<file path="src/rtl/car_l2_pkg.sv">
// Shared definitions for the Carfield L2 bank crossbar: mapping-mode
// encoding, default geometry and the word-index to bank/row split helpers.
package car_l2_pkg;

  // Address MSB selects how a word index is spread across the banks.
  typedef enum logic {
    L2_INTERLEAVE = 1'b0,
    L2_CONTIGUOUS = 1'b1
  } l2_mode_e;

  localparam int unsigned L2_NUM_PORTS  = 2;
  localparam int unsigned L2_NUM_BANKS  = 4;
  localparam int unsigned L2_BANK_WORDS = 4096;
  localparam int unsigned L2_DATA_WIDTH = 64;
  localparam int unsigned L2_CNT_WIDTH  = 16;

  // Bank index for a word: low bits when interleaved, high bits when contiguous.
  function automatic logic [31:0] l2_bank_of(input l2_mode_e    mode,
                                             input logic [31:0] word,
                                             input int unsigned bank_bits,
                                             input int unsigned row_bits);
    if (mode == L2_INTERLEAVE) begin
      return word & ((32'd1 << bank_bits) - 32'd1);
    end
    return word >> row_bits;
  endfunction

  // Row inside the selected bank: the bits not consumed by the bank index.
  function automatic logic [31:0] l2_row_of(input l2_mode_e    mode,
                                            input logic [31:0] word,
                                            input int unsigned bank_bits,
                                            input int unsigned row_bits);
    if (mode == L2_INTERLEAVE) begin
      return word >> bank_bits;
    end
    return word & ((32'd1 << row_bits) - 32'd1);
  endfunction

endpackage

</file>
<file path="src/rtl/car_l2_rr_arb.sv">
// Round-robin arbiter for one SRAM bank. The pointer names the port with
// highest priority; it advances past the winner and holds while idle.
module car_l2_rr_arb
  import car_l2_pkg::*;
#(
  parameter  int unsigned NumPorts = L2_NUM_PORTS,
  localparam int unsigned PtrWidth = (NumPorts > 1) ? $clog2(NumPorts) : 1
) (
  input  logic                clk_i,
  input  logic                rst_ni,
  input  logic [NumPorts-1:0] req_i,
  output logic [NumPorts-1:0] gnt_o,
  output logic [PtrWidth-1:0] gnt_idx_o,
  output logic                busy_o
);

  logic [PtrWidth-1:0] ptr_q;
  logic [PtrWidth-1:0] cand;
  logic                found;

  // Scan ports starting at the pointer (wrapping) and grant the first requester.
  always_comb begin
    gnt_o     = '0;
    gnt_idx_o = '0;
    found     = 1'b0;
    cand      = '0;
    for (int k = 0; k < NumPorts; k++) begin
      cand = PtrWidth'((32'(ptr_q) + 32'(k)) % NumPorts);
      if (!found && req_i[cand]) begin
        found        = 1'b1;
        gnt_o[cand]  = 1'b1;
        gnt_idx_o    = cand;
      end
    end
    busy_o = found;
  end

  // Pointer moves one past the winner; it is left alone on idle cycles.
  always_ff @(posedge clk_i or negedge rst_ni) begin
    if (!rst_ni) begin
      ptr_q <= '0;
    end else if (found) begin
      ptr_q <= (gnt_idx_o == PtrWidth'(NumPorts - 1)) ? '0 : gnt_idx_o + PtrWidth'(1);
    end
  end

endmodule

</file>
<file path="src/rtl/car_l2_bank_xbar.sv">
// Multi-port L2 bank crossbar. Each port picks one bank per cycle using the
// interleaved or contiguous mapping chosen by its address MSB, every bank
// arbitrates round-robin, and responses return exactly one cycle after grant.
//
// Handshake: a port request is accepted in the cycle where req_i and gnt_o
// are both high; until then the initiator keeps req/addr/we/be/wdata stable.
// rvalid_o pulses one cycle after each accepted request (read or write) and
// cannot be stalled.
module car_l2_bank_xbar
  import car_l2_pkg::*;
#(
  parameter  int unsigned NumPorts     = L2_NUM_PORTS,
  parameter  int unsigned NumBanks     = L2_NUM_BANKS,
  parameter  int unsigned BankWords    = L2_BANK_WORDS,
  parameter  int unsigned DataWidth    = L2_DATA_WIDTH,
  parameter  int unsigned CntWidth     = L2_CNT_WIDTH,
  localparam int unsigned BeWidth      = DataWidth / 8,
  localparam int unsigned RowWidth     = $clog2(BankWords),
  localparam int unsigned WordIdxWidth = $clog2(NumBanks * BankWords),
  localparam int unsigned OffWidth     = WordIdxWidth + $clog2(BeWidth) + 1
) (
  input  logic                                clk_i,
  input  logic                                rst_ni,
  input  logic [NumPorts-1:0]                 req_i,
  output logic [NumPorts-1:0]                 gnt_o,
  input  logic [NumPorts-1:0][OffWidth-1:0]   addr_i,
  input  logic [NumPorts-1:0]                 we_i,
  input  logic [NumPorts-1:0][BeWidth-1:0]    be_i,
  input  logic [NumPorts-1:0][DataWidth-1:0]  wdata_i,
  output logic [NumPorts-1:0]                 rvalid_o,
  output logic [NumPorts-1:0][DataWidth-1:0]  rdata_o,
  output logic [NumBanks-1:0]                 bank_req_o,
  output logic [NumBanks-1:0]                 bank_we_o,
  output logic [NumBanks-1:0][RowWidth-1:0]   bank_addr_o,
  output logic [NumBanks-1:0][BeWidth-1:0]    bank_be_o,
  output logic [NumBanks-1:0][DataWidth-1:0]  bank_wdata_o,
  input  logic [NumBanks-1:0][DataWidth-1:0]  bank_rdata_i,
  input  logic                                cnt_clr_i,
  output logic [NumPorts-1:0][CntWidth-1:0]   conflict_cnt_o
);

  localparam int unsigned ByteBits = $clog2(BeWidth);
  localparam int unsigned BankBits = $clog2(NumBanks);
  localparam int unsigned PtrWidth = (NumPorts > 1) ? $clog2(NumPorts) : 1;

  logic [NumPorts-1:0][BankBits-1:0] port_bank;
  logic [NumPorts-1:0][RowWidth-1:0] port_row;
  logic [NumBanks-1:0][NumPorts-1:0] bank_port_req;
  logic [NumBanks-1:0][NumPorts-1:0] bank_port_gnt;
  logic [NumBanks-1:0][PtrWidth-1:0] bank_gnt_idx;
  logic [NumBanks-1:0]               bank_busy;

  logic [NumPorts-1:0]               rvalid_q;
  logic [NumPorts-1:0][BankBits-1:0] bank_sel_q;
  logic [NumPorts-1:0][CntWidth-1:0] cnt_q;

  // Split each port's byte offset into a target bank and a row in that bank.
  always_comb begin
    port_bank = '0;
    port_row  = '0;
    for (int p = 0; p < NumPorts; p++) begin
      port_bank[p] = BankBits'(l2_bank_of(l2_mode_e'(addr_i[p][OffWidth-1]),
                                          32'(addr_i[p][OffWidth-2:ByteBits]),
                                          BankBits, RowWidth));
      port_row[p]  = RowWidth'(l2_row_of(l2_mode_e'(addr_i[p][OffWidth-1]),
                                         32'(addr_i[p][OffWidth-2:ByteBits]),
                                         BankBits, RowWidth));
    end
  end

  // Route every valid port request to the arbiter of the bank it addresses.
  always_comb begin
    bank_port_req = '0;
    for (int b = 0; b < NumBanks; b++) begin
      for (int p = 0; p < NumPorts; p++) begin
        bank_port_req[b][p] = req_i[p] && (port_bank[p] == BankBits'(b));
      end
    end
  end

  for (genvar b = 0; b < NumBanks; b++) begin : g_bank_arb
    car_l2_rr_arb #(
      .NumPorts (NumPorts)
    ) i_arb (
      .clk_i     (clk_i),
      .rst_ni    (rst_ni),
      .req_i     (bank_port_req[b]),
      .gnt_o     (bank_port_gnt[b]),
      .gnt_idx_o (bank_gnt_idx[b]),
      .busy_o    (bank_busy[b])
    );
  end

  // A port is granted when the arbiter of its own bank picked it.
  always_comb begin
    gnt_o = '0;
    for (int p = 0; p < NumPorts; p++) begin
      gnt_o[p] = bank_port_gnt[port_bank[p]][p];
    end
  end

  // Drive each bank from its winning port; idle banks drive all zeros.
  always_comb begin
    bank_req_o   = '0;
    bank_we_o    = '0;
    bank_addr_o  = '0;
    bank_be_o    = '0;
    bank_wdata_o = '0;
    for (int b = 0; b < NumBanks; b++) begin
      if (bank_busy[b]) begin
        bank_req_o[b]   = 1'b1;
        bank_we_o[b]    = we_i[bank_gnt_idx[b]];
        bank_addr_o[b]  = port_row[bank_gnt_idx[b]];
        bank_be_o[b]    = be_i[bank_gnt_idx[b]];
        bank_wdata_o[b] = wdata_i[bank_gnt_idx[b]];
      end
    end
  end

  // Remember which bank each granted port used so its read data can be returned.
  always_ff @(posedge clk_i or negedge rst_ni) begin
    if (!rst_ni) begin
      rvalid_q   <= '0;
      bank_sel_q <= '0;
    end else begin
      rvalid_q   <= gnt_o;
      bank_sel_q <= port_bank;
    end
  end

  // Return the selected bank's SRAM output alongside the response pulse.
  always_comb begin
    rdata_o = '0;
    for (int p = 0; p < NumPorts; p++) begin
      if (rvalid_q[p]) begin
        rdata_o[p] = bank_rdata_i[bank_sel_q[p]];
      end
    end
  end

  assign rvalid_o = rvalid_q;

  // Count stalled request cycles per port; clear wins, all-ones is sticky.
  always_ff @(posedge clk_i or negedge rst_ni) begin
    if (!rst_ni) begin
      cnt_q <= '0;
    end else begin
      for (int p = 0; p < NumPorts; p++) begin
        if (cnt_clr_i) begin
          cnt_q[p] <= '0;
        end else if (req_i[p] && !gnt_o[p] && (cnt_q[p] != '1)) begin
          cnt_q[p] <= cnt_q[p] + CntWidth'(1);
        end
      end
    end
  end

  assign conflict_cnt_o = cnt_q;

endmodule

</file>
<file path="config.mk">
export PLATFORM = sky130hd
export DESIGN_NAME = car_l2_bank_xbar
export DESIGN_NICKNAME = d
export VERILOG_FILES = /design/src/rtl/car_l2_pkg.sv /design/src/rtl/car_l2_rr_arb.sv /design/src/rtl/car_l2_bank_xbar.sv
export SDC_FILE = /design/constraint.sdc
export NUM_CORES = 1
export LEC_CHECK = 0
export ABC_AREA = 1
export ABC_CLOCK_PERIOD_IN_PS = 3530
export CORE_AREA = 4 4 370 372
export CTS_CLUSTER_DIAMETER = 80
export DETAILED_ROUTE_END_ITERATION = 8
export DIE_AREA = 0 0 374 376
export SLEW_MARGIN = 20
export SYNTH_ARGS = -nofsm -noshare
export SYNTH_HDL_FRONTEND = slang
export SYNTH_HIERARCHICAL = 1
export SYNTH_SLANG_ARGS = --single-unit
</file>
<file path="constraint.sdc">
create_clock -name clk_i -period 3.53 [get_ports clk_i]
set_input_delay 0.706 -clock clk_i [delete_from_list [all_inputs] [get_ports clk_i]]
set_output_delay 0.706 -clock clk_i [all_outputs]
set_load 0.02 [all_outputs]
</file>
==> impl_metrics.toml <==
[setup_path]
crit_type = "in2out"
r2r_slack_ns = 1.50
reg2reg_depth = 11
worst_setup_path_end_kind = "output port"
crit_path_start = "addr_i[3]"
start_kind = "primary input"
rr_endpoint = "conflict_cnt_o[10]"
cp_max_fo = 22
arrival_ns = 2.77
cp.required_ns = 2.82

[power_and_ir_drop]
combPwrFrac_pct = 86.6
p_clk_share_pct = 6.1
p_switching_mw = 4.46
swShare_pct = 54.1
seqPwrFrac_pct = 7.3
leakagePower_nw = 12.1
power.internal_mw = 3.79
power.density_nw_per_um2 = 300
vdd_drop_max_v = 0.000185

[synthesis]
synthTopCellsByArea = "nor2_1, o21ai_0, a21oi_1, nand2_1, dfrtp_1"
yosys.area.top_type = "nor2_1"
synth_top_area_share_pct = 22.2
syn_nets = 2965
ys_types = 27
syn_area_um2 = 12200
synth_area_per_cell_um2 = 4.86
synth-seq-cells = 42
netlist_instances = 2520
ys_warn_count = 6
ys_seq_area_share_pct = 8.59

[clock_tree]
cts-root-buf = "clkbuf_16"
cts_made_buffers = 5
cts_hold_buf = 0
insertion_delay_ns = 0.32
cts.sinks = 42
clk_pin_slew_worst_paths_ns = 0.07
cts_tree = "done"
htreeDepth = 2
cts_buffer_depth = 2

[sta]
slew_headroom_pct = 35.1
period_share_pct = 98.5
max_freq_mhz = 288
maxSlewViolCount = 0
worst_pin_slew_ns = 0.974
setup_viol_count_final = 0
hold_slack_ns = 0.549
setup_tns_ns = 0
fin_skew_ns = 0.0102
finalHoldViolCount = 0
fin_ws_ns = 0.0525
min_period_ns = 3.48

[detailed_routing]
wl_per_cell_um = 26.8
drc = 0
drt-pass1-iter-count = 5
drt_iter0_drc = 2048
ant_nets = 0
drt-total-wl_mm = 144
routed_via_density = 4.31
via_count = 23200

[die]
die_area_um2 = 141000
die_w_um = 374
row_count = 134
start_util_pct = 9.18
io_pins = 951
core_um2 = 133000
fp.dieH_um = 376

[layout]
layout.nets = 4035
fillCellCount = 15200
regArea_um2 = 1070
multi_input_area_um2 = 9870
syn_to_final_growth_pct = 124
stdcell_area_um2 = 27500
final_layout_size_suffix_gt1_share_pct = 23.2

[grt]
gr-total-overflow = 0
grt_start_max_net_pins = 69
antenna_found_initial = 55
grt_pass1_vias = 21300
track_usage_pct = 19.1
grt_pass1_wl_mm = 189

[placed_design]
hpwlAfterDp_mm = 117
numPortBuffers = 944
gp_congestion = 0.972
placed_area_um2 = 26100
dp_slack_ns = -0.852

[run]
maxCapViolations = 0

[worst_hold_path]
worstHoldPathType = "in2async"

[status]
status = "completed"
[synth_stat cells]
master    number
nor2_1       724
o21ai_0      495
nand2_1      294
a21oi_1      258
inv_1        201
clkbuf_1     167
o211ai_1     128
nand3_1       82
dfrtp_1       42
buf_2         33
buf_1         14
xor2_1        12
nand4_1       11
nor3_1        11
nand2_2        8
nor2_2         8
nand2_4        6
buf_6          5
o21bai_1       5
inv_2          3
nor2_4         3
ha_1           2
inv_4          2
nand3_2        2
xnor2_1        2
buf_4          1
nand3b_1       1
[cell type report]
type | count | area share (%)
sequential | 42 | 3.88
tap | 1768 | 8.05
timing repair buffer | 1281 | 48.5
inverter | 206 | 2.99
multi-input combinational | 2054 | 35.9
clock inverter | 3 | 0.0774
antenna | 18 | 0.164
clock buffer | 5 | 0.455
[logic make-up after synthesis]
| logic type | Yosys count | share of synthesized area (%) |
|---|---|---|
| XOR/XNOR | 14 | 1.00 |
| adder cells (fa/ha/maj) | 2 | 0.204 |
| buffers and inverters | 426 | 13.8 |
| AO/OA/AOI/OAI | 886 | 39.0 |
| AND/OR/NAND/NOR | 1150 | 37.5 |
| flip-flops | 42 | 8.59 |
[sequential cells by signal, summed over array words and instances, names as in the netlist, named ones only]
signal and cells:
conflict_cnt_o 32, rvalid_o 2, bank_sel_q 4
[how the worst max path moves through the flow]
stage | cells past startpoint | endpoint | slack, ns
after global placement | 13 | bank_wdata_o[45] | -0.85
after floorplan | 13 | bank_addr_o[36] | 0.25
after global routing | 14 | bank_wdata_o[248] | -0.02
after detailed placement | 13 | bank_wdata_o[53] | -0.85
final | 13 | bank_wdata_o[167] | 0.05
after CTS | 16 | bank_wdata_o[17] | 0.01
[metal layers]
metal	up-vias	share of wire (%)	GRT usage, %
li1	10500	-	-
met4	8	3.6	5.74
met1	11000	40	23.9
met2	1434	47	32.1
met3	237	9.2	4.82
met5	-	0.037	0
[worst max-delay path: stages]
cell and delay, ns:
dlygate4sd2_1 0.26, buf_4 0.14, nand2_4 0.07, nand2_4 0.07, nor3_2 0.18, inv_1 0.08
nand2_2 0.12, nand2_8 0.12, clkinv_2 0.11, buf_12 0.20, nor2_1 0.06, nor2_1 0.22
dlygate4sd2_1 0.39
[cells in the final DEF (no fill, tap or decap), types with 6 or more instances in the layout]
cell             netlist  routed
clkbuf_2               0      33
buf_16                 0      11
clkdlybuf4s15_1        0      24
nor2_1               724     687
inv_2                  3      10
clkdlybuf4s15_2        0      37
nand2_4                6      16
clkbuf_16              0       8
buf_12                 0     146
inv_1                201     185
xor2_1                12      12
nand2_1              294     276
dfrtp_1               42      38
nand3_1               82      82
o211ai_1             128     128
buf_6                  5       8
buf_8                  0       8
nor2_4                 3      10
clkdlybuf4s50_1        0     520
nand4_1               11      11
a21oi_1              258     258
o21ai_0              495     487
nor2_2                 8      38
nand2_2                8      14
buf_4                  1     388
bufbuf_16              0       8
o21ai_1                0       6
buf_2                 33      63
dlygate4sd2_1          0      31
diode_2                0      18
[power by group through the flow]
stage	Sequential, mW	Combinational, mW	Clock, mW
finish	0.599	7.14	0.503
global route	0.604	7.46	0.541
detailed placement	0.602	6.66	0
floorplan	0.546	2.64	0
CTS	0.600	7.06	0.533
global placement	0.602	6.68	0
[per-stage QoR]
step / total power [mW] / cells / util [%]
6_report: 8.24 / 5377 / 20.6
3_3_place_gp: 7.28 / 5279 / 19.6
5_1_grt: 8.61 / 5367 / 20.6
4_1_cts: 8.19 / 5347 / 20.6
2_1_floorplan: 3.18 / 2520 / -
3_5_place_dp: 7.26 / 5279 / 19.6
[repair_timing]
item	in CTS	in global routing
pin swaps	44	13
gates cloned	17	3
buffers inserted	44	9
resized for setup	667	90
endpoints found under the setup margin	346	230
Note: power is estimated with default switching activity, not from simulation.
